## src/rtl/ena_mrk_pkg.sv

```systemverilog
// ena_mrk_pkg
// Shared types for the enable/mark bitmap controller:
//   req_op_e     - host operation encoding carried on req_op
//   ctrl_state_e - sweep controller state
//   grant_e      - which requester owned the bitmap write port last sweep cycle
package ena_mrk_pkg;

  typedef enum logic [1:0] {
    OP_NOP   = 2'd0,
    OP_SET   = 2'd1,
    OP_CLR   = 2'd2,
    OP_TOUCH = 2'd3
  } req_op_e;

  typedef enum logic {
    ST_IDLE  = 1'b0,
    ST_SWEEP = 1'b1
  } ctrl_state_e;

  typedef enum logic {
    GNT_HOST  = 1'b0,
    GNT_SWEEP = 1'b1
  } grant_e;

endpackage

```

## src/rtl/ena_mrk_row_update.sv

```systemverilog
// ena_mrk_row_update
// Purely combinational next-value logic for one bitmap row. The host path
// edits a single (col) bit according to op; the sweep path ages the whole
// word and reports which columns expired.
// Ports:
//   ena, mrk  in   current row words
//   op        in   host operation (ignored when is_sweep)
//   col       in   host target column (ignored when is_sweep)
//   is_sweep  in   1 = apply the aging rule to the whole word
//   ena_n     out  next enable word
//   mrk_n     out  next mark word
//   exp       out  expired columns (only non-zero on the sweep path)
module ena_mrk_row_update
  import ena_mrk_pkg::*;
#(
  parameter int NCOLS = 16,
  localparam int CW = $clog2(NCOLS)
) (
  input  logic [NCOLS-1:0] ena,
  input  logic [NCOLS-1:0] mrk,
  input  req_op_e          op,
  input  logic [CW-1:0]    col,
  input  logic             is_sweep,
  output logic [NCOLS-1:0] ena_n,
  output logic [NCOLS-1:0] mrk_n,
  output logic [NCOLS-1:0] exp
);

  // Sweep: a column that was already marked and is still enabled has seen a
  // full interval without a touch, so it expires. Survivors get re-marked so
  // they expire next sweep unless the host touches them first.
  // Host ops only ever clear the mark; SET/CLR also write the enable.
  always_comb begin
    ena_n = ena;
    mrk_n = mrk;
    exp   = '0;
    if (is_sweep) begin
      exp   = ena & mrk;
      ena_n = ena & ~mrk;
      mrk_n = ena & ~mrk;
    end else begin
      case (op)
        OP_SET: begin
          ena_n[col] = 1'b1;
          mrk_n[col] = 1'b0;
        end
        OP_CLR: begin
          ena_n[col] = 1'b0;
          mrk_n[col] = 1'b0;
        end
        OP_TOUCH: begin
          mrk_n[col] = 1'b0;
        end
        default: ;
      endcase
    end
  end

endmodule

```

## src/rtl/ena_mrk_sweep_ctrl.sv

```systemverilog
// ena_mrk_sweep_ctrl
// Sole writer of the NROWS x NCOLS enable/mark bitmap. Host set/clear/touch
// requests share the single row write port with a periodic timeout sweep
// that ages one row per grant and reports expired columns.
// Ports:
//   clk, rst_n                      clock, synchronous active-low reset
//   req_valid/ready/op/row/col      host operation handshake
//   tick                            starts a sweep when idle
//   exp_valid/ready/row/mask        expired-column report handshake
//   rd_row -> rd_ena/rd_mrk         registered status read (1-cycle latency)
//   busy                            sweep in progress
//   tick_miss, miss_clr             sticky dropped-tick flag and its clear
module ena_mrk_sweep_ctrl
  import ena_mrk_pkg::*;
#(
  parameter int NROWS = 16,
  parameter int NCOLS = 16,
  localparam int RW = $clog2(NROWS),
  localparam int CW = $clog2(NCOLS)
) (
  input  logic             clk,
  input  logic             rst_n,
  input  logic             req_valid,
  output logic             req_ready,
  input  logic [1:0]       req_op,
  input  logic [RW-1:0]    req_row,
  input  logic [CW-1:0]    req_col,
  input  logic             tick,
  output logic             exp_valid,
  input  logic             exp_ready,
  output logic [RW-1:0]    exp_row,
  output logic [NCOLS-1:0] exp_mask,
  input  logic [RW-1:0]    rd_row,
  output logic [NCOLS-1:0] rd_ena,
  output logic [NCOLS-1:0] rd_mrk,
  output logic             busy,
  output logic             tick_miss,
  input  logic             miss_clr
);

  logic [NCOLS-1:0] ena_q [NROWS];
  logic [NCOLS-1:0] mrk_q [NROWS];
  logic [NCOLS-1:0] ena_d [NROWS];
  logic [NCOLS-1:0] mrk_d [NROWS];

  ctrl_state_e   state_q, state_d;
  grant_e        last_grant_q;
  logic [RW-1:0] ptr_q;

  logic             exp_free;
  logic             grant_sweep;
  logic             host_fire;
  logic             wr_en;
  logic [RW-1:0]    upd_row;
  logic [NCOLS-1:0] upd_ena, upd_mrk, upd_exp;

  // State register.
  always_ff @(posedge clk) begin
    if (!rst_n) state_q <= ST_IDLE;
    else        state_q <= state_d;
  end

  // Next state: a tick starts a sweep, the grant that ages the last row ends it.
  always_comb begin
    state_d = state_q;
    case (state_q)
      ST_IDLE:  if (tick) state_d = ST_SWEEP;
      ST_SWEEP: if (grant_sweep && ptr_q == RW'(NROWS - 1)) state_d = ST_IDLE;
      default:  state_d = ST_IDLE;
    endcase
  end

  // Arbitration and handshake outputs. The sweep only takes the write port
  // when it can also park a possible report, and it yields to a waiting host
  // if it had the previous cycle, so the host is never shut out for two
  // consecutive cycles.
  always_comb begin
    exp_free    = !exp_valid || exp_ready;
    grant_sweep = 1'b0;
    if (state_q == ST_SWEEP)
      grant_sweep = (!req_valid || last_grant_q == GNT_HOST) && exp_free;
    req_ready = !grant_sweep;
    host_fire = req_valid && req_ready;
    busy      = (state_q == ST_SWEEP);
  end

  // One shared row-update path; sweep and host grants are mutually exclusive.
  always_comb begin
    upd_row = grant_sweep ? ptr_q : req_row;
    wr_en   = grant_sweep || host_fire;
  end

  ena_mrk_row_update #(.NCOLS(NCOLS)) u_row_update (
    .ena      (ena_q[upd_row]),
    .mrk      (mrk_q[upd_row]),
    .op       (req_op_e'(req_op)),
    .col      (req_col),
    .is_sweep (grant_sweep),
    .ena_n    (upd_ena),
    .mrk_n    (upd_mrk),
    .exp      (upd_exp)
  );

  // Next bitmap image. Kept as a full array so the status read can return
  // the post-write value of any row without a separate bypass path.
  always_comb begin
    for (int i = 0; i < NROWS; i++) begin
      ena_d[i] = ena_q[i];
      mrk_d[i] = mrk_q[i];
    end
    if (wr_en) begin
      ena_d[upd_row] = upd_ena;
      mrk_d[upd_row] = upd_mrk;
    end
  end

  // Bitmap storage.
  always_ff @(posedge clk) begin
    for (int i = 0; i < NROWS; i++) begin
      if (!rst_n) begin
        ena_q[i] <= '0;
        mrk_q[i] <= '0;
      end else begin
        ena_q[i] <= ena_d[i];
        mrk_q[i] <= mrk_d[i];
      end
    end
  end

  // Row pointer and round-robin memory. last_grant only tracks decisions
  // made while sweeping; idle cycles are not contested.
  always_ff @(posedge clk) begin
    if (!rst_n) begin
      ptr_q        <= '0;
      last_grant_q <= GNT_HOST;
    end else if (state_q == ST_IDLE) begin
      if (tick) ptr_q <= '0;
    end else if (grant_sweep) begin
      last_grant_q <= GNT_SWEEP;
      ptr_q        <= (ptr_q == RW'(NROWS - 1)) ? '0 : ptr_q + RW'(1);
    end else begin
      last_grant_q <= GNT_HOST;
    end
  end

  // Expired-column report. A new report may be loaded on the same edge the
  // previous one is consumed; rows with nothing expired never raise valid.
  always_ff @(posedge clk) begin
    if (!rst_n) begin
      exp_valid <= 1'b0;
      exp_row   <= '0;
      exp_mask  <= '0;
    end else if (grant_sweep && |upd_exp) begin
      exp_valid <= 1'b1;
      exp_row   <= ptr_q;
      exp_mask  <= upd_exp;
    end else if (exp_valid && exp_ready) begin
      exp_valid <= 1'b0;
    end
  end

  // Status read returns the row as it stands after this edge's write.
  always_ff @(posedge clk) begin
    if (!rst_n) begin
      rd_ena <= '0;
      rd_mrk <= '0;
    end else begin
      rd_ena <= ena_d[rd_row];
      rd_mrk <= mrk_d[rd_row];
    end
  end

  // Sticky dropped-tick flag; a new miss beats a simultaneous clear.
  always_ff @(posedge clk) begin
    if (!rst_n)                         tick_miss <= 1'b0;
    else if (tick && state_q == ST_SWEEP) tick_miss <= 1'b1;
    else if (miss_clr)                  tick_miss <= 1'b0;
  end

endmodule

```

## config.mk

```make
export PLATFORM = sky130hd
export DESIGN_NAME = ena_mrk_sweep_ctrl
export DESIGN_NICKNAME = d
export VERILOG_FILES = /design/src/rtl/ena_mrk_pkg.sv /design/src/rtl/ena_mrk_row_update.sv /design/src/rtl/ena_mrk_sweep_ctrl.sv
export SDC_FILE = /design/constraint.sdc
export NUM_CORES = 2
export LEC_CHECK = 0
export CAP_MARGIN = 20
export CORE_MARGIN = 1.5
export CORE_UTILIZATION = 51
export DETAILED_ROUTE_END_ITERATION = 7
export PLACE_DENSITY = 0.71
export SETUP_SLACK_MARGIN = 0.05
export SLEW_MARGIN = 30
export SYNTH_ARGS = -nofsm -noshare
export SYNTH_HDL_FRONTEND = slang
export SYNTH_SLANG_ARGS = --single-unit
export TNS_END_PERCENT = 10
```

## constraint.sdc

```tcl
create_clock -name clk -period 4.24 [get_ports clk]
set_input_delay 0.848 -clock clk [delete_from_list [all_inputs] [get_ports clk]]
set_output_delay 0.848 -clock clk [all_outputs]
set_load 0.03 [all_outputs]
```

==> out/summary.md <==
The run finished, with violations left. The final reports fail on negative setup slack. At the worst endpoint, the required time is 4770 ps.

Synthesis produced 3925 cells. The final hold violation count is 0. The run gives -69.10 ps as the worst-case setup margin in the final layout. The tool flagged a number of max-cap violations equal to 0. The final critical path takes up 101.6% of the cycle.

The tools report the final-layout setup total negative slack as -264.9 ps. For this block, the initial DRC count from the detailed router was 6175. The die span in y works out to 244.4 um. Share of power burned in registers: 34.4%. Setup violations remaining at the end of the flow were counted as 8. Once detail routing completed, the nets flagged for antenna violations numbered 0.

The synthesis-stage register bit count is 572, and the final worst hold slack is 451.2 ps. The overall power of the completed layout is 16.63 mW. The first detailed-routing pass took 7 iterations. The logs give 35.9% for the clock share of power and 5.675 mW for the power spent charging and discharging nets.

The power per unit of standard cell area came out at 431.6 nW/um^2. Averaged over all synthesized cells, the footprint is 7.570 um^2. Buffers inserted during clock tree synthesis total 66.

The routed layout has 36700 vias. The hold buffer count at cts came out at 0. The kind of start point of the critical path was an input pin. Summed over all layers, the global routing overflow is 0. The number of clock sinks was 572; the worst reg-to-reg setup slack was 240 ps. After synthesis, flip-flops and latches occupy 38.54% of the total area. Counting the fill cells in the layout gives 4918. The number of synthesized flops with an enable pin came out at 0. Cell with the largest stage delay on the worst path: sky130_fd_sc_hd__o32ai_1. Cells fill 66.92% of the core in the end. The delay of the slowest critical-path stage was 560 ps.

The number of buffer cells added on primary ports is 75, and the pre-CTS setup slack is -879.8 ps. The summed instance area of the synthesized netlist was 29710 um^2; the internal power summed over all cells was 10.96 mW. The max-slew violation total from the final report came out at 0. Dividing the detail-routed wire length by the instance count gives 31.49 um. The sum of routed wire length over all layers came out at 163.1 mm. The pin count of the biggest net entering global routing came out at 178.

TritonCTS built the clock tree. The first global-routing pass estimated 230.3 mm of wire. Path type of the worst min-delay path: reg -> reg.

The cell that appears most often on the critical path is sky130_fd_sc_hd__buf_4. After the flow finishes, the layout carries non-filler instances totaling 5178. The root buffer cell was sky130_fd_sc_hd__clkbuf_16. The clock transition at the registers of the reported paths is 60 ps, and the path depth of the worst reg2reg path is 12.

The clock latency at the later pin of the worst-skew pair is 650 ps, and the reported leakage power is 14.30 nW. The number of global-route vias before repair was 33600; the number of H-tree branching levels was 3. Once placement finished, the instance area stood at 35790 um^2. Yosys printed 0 warnings. The ratio of routed vias to standard cells is 7.088. Per report_power, the combinational group accounts for 29.7% of the total. Yosys instantiated no cell more often than sky130_fd_sc_hd__nor2_1. The run gives 5038 as the number of placed instances, taps included. The dominant cell type by area after synthesis is sky130_fd_sc_hd__dfxtp_1. For the worst setup path, the data arrival time is 4840 ps. The total track usage was 52.72%.

The tools report the placeable core region as 57590 um^2. The fraction of layout instances using a drive strength above 1 works out to 21.56%. For the pin with the worst max-slew slack, the measured transition is 1105 ps. In this run the tightest slew margin relative to its limit is 26.15%. In the synthesized netlist the dominant register cell turns out to be sky130_fd_sc_hd__dfxtp_1. Category of the worst setup path capture point: a flip-flop. The worst-case clock skew was 26.57 ps; the area of all placed cells without fillers was 38540 um^2.

Synthesis produced a netlist with a net count of 3949. Summed over all nets, the half-perimeter wirelength after detailed placement is 113.2 mm. Across the VDD grid, the largest voltage drop is 0.4555 mV.

The tools report the achievable clock frequency as 0.2321 GHz. Counting I/O delays and the setup requirement, the final critical path takes 4309 ps. Yosys attributes the largest share of cell area to sky130_fd_sc_hd__dfxtp_1 39%, sky130_fd_sc_hd__a211oi_1 8.8%, sky130_fd_sc_hd__nor2_1 8.0%. Layout net count: 4381. Proportion of total power due to net switching: 34.12%. The worst hold path passes through 2 cells.

Proportion of register bits with asynchronous set or reset after synthesis: 0%. The area growth from synthesis to layout is 29.70%. Walking the worst path, the cells encountered are clkdlybuf4s50_1, nor2b_1, buf_4, o31a_4, nor2_4, buf_4, o22ai_1, o21a_1, o32ai_1, o211a_1, buf_4, mux2i_1, a22o_1, o22ai_1. In this run the count of I/O pins placed on the die edge is 76.

The initialized floorplan defines 88 standard-cell rows. The DRC violation count after routing was 0. The die covers 59720 um^2. The highest fanout seen on the critical path was 8; the top cell type's share of synthesized area was 38.54%.

The floorplan step set the die width to 244.4 um. The logs give 3 for the number of buffers on the longest clock path and 51.60% for the effective utilization at floorplan. The worst setup path is of the in -> reg kind. The number of different library cells used by synthesis comes to 72. Setup repair after global routing could not meet its margin everywhere.

The tools report the final weighted congestion of routability-driven global placement as 1.099. The run gives 8 as the number of antenna violations at the first check in global routing. The commonest cells after synthesis are 630 x sky130_fd_sc_hd__nor2_1, 572 x sky130_fd_sc_hd__dfxtp_1, 373 x sky130_fd_sc_hd__a21oi_1, 350 x sky130_fd_sc_hd__a211oi_1, 332 x sky130_fd_sc_hd__clkbuf_1.
## registers in the layout (all words and copies together) (netlist names)
register,flops
busy,1
ena_q,256
exp_mask,16
exp_row,4
exp_valid,1
last_grant_q,1
mrk_q,256
ptr_q,4
rd_ena,16
rd_mrk,16
tick_miss,1
## critical path: cells and delay by family
kind            cells  cell delay, ps
simple gates        2             570
buf+inv             4            1200
mux                 1             120
compound gates      7            2070
## kinds of logic (layout without fill, tap and decap cells)
group | Yosys count | in the layout | share of synthesized area, %
compound gates | 1566 | 1566 | 34.58
buf+inv | 421 | 901 | 5.554
simple gates | 1321 | 1322 | 19.71
mux | 41 | 41 | 1.449
fa+ha+maj | 4 | 4 | 0.1684
other cells | 0 | 7 | 0
flops | 572 | 572 | 38.54
## final timing paths
check	start	to
worst max-delay path	exp_ready	rd_ena[0]
worst min-delay path	exp_mask[0]	exp_mask[0]
worst min register to register	exp_mask[0]	exp_mask[0]
worst max register to register	busy	rd_ena[0]
## routing by layer
layer | vias up | routed length (um) | global-route usage (%)
met4 | 4 | 16420 | 41.34
li1 | 15540 | - | -
met5 | - | 30 | 0
met2 | 3266 | 64930 | 75.75
met3 | 1049 | 24140 | 17.61
met1 | 16850 | 57550 | 64.51
## power groups by stage
stage | Combinational [mW] | Sequential [mW] | Clock, mW
floorplan | 2.07 | 5.87 | 0
global placement | 4.45 | 5.83 | 0
detailed placement | 4.47 | 5.83 | 0
CTS | 4.55 | 5.71 | 5.93
global route | 5.04 | 5.73 | 6.14
finish | 4.94 | 5.72 | 5.97
## cells in the final DEF (no fill, tap or decap), types with 20 or more instances in the layout
master / n
sky130_fd_sc_hd__buf_12: 51
sky130_fd_sc_hd__a21oi_1: 367
sky130_fd_sc_hd__nand2_1: 273
sky130_fd_sc_hd__o22a_1: 20
sky130_fd_sc_hd__nand3_1: 69
sky130_fd_sc_hd__dfxtp_1: 572
sky130_fd_sc_hd__o211ai_1: 42
sky130_fd_sc_hd__a211oi_1: 350
sky130_fd_sc_hd__buf_4: 640
sky130_fd_sc_hd__o21ai_0: 212
sky130_fd_sc_hd__nor2b_1: 21
sky130_fd_sc_hd__nor4_1: 36
sky130_fd_sc_hd__nor2_1: 622
sky130_fd_sc_hd__o221ai_1: 55
sky130_fd_sc_hd__nor3_1: 96
sky130_fd_sc_hd__o22ai_1: 226
sky130_fd_sc_hd__clkbuf_16: 67
sky130_fd_sc_hd__o21a_1: 31
sky130_fd_sc_hd__a221oi_1: 28
sky130_fd_sc_hd__clkdlybuf4s50_1: 71
sky130_fd_sc_hd__and2_1: 88
## final cells by class
class	count	area, um^2	share of cell area [%]
antenna	7	17.52	0.04545
clock buffer	89	1899	4.929
clock inverter	28	322.8	0.8377
inverter	13	56.30	0.1461
multi-input combinational	2933	17200	44.63
sequential	572	11450	29.71
tap	765	957.2	2.484
timing repair buffer	771	6633	17.21
## what timing repair did
item | CTS | global route
cloned | 1 | 0
gates resized for setup | 23 | 57
pin swaps | 6 | 10
endpoints found under the setup margin | 67 | 122
setup buffers | 8 | 7
Power figures use the tool's default switching activity.
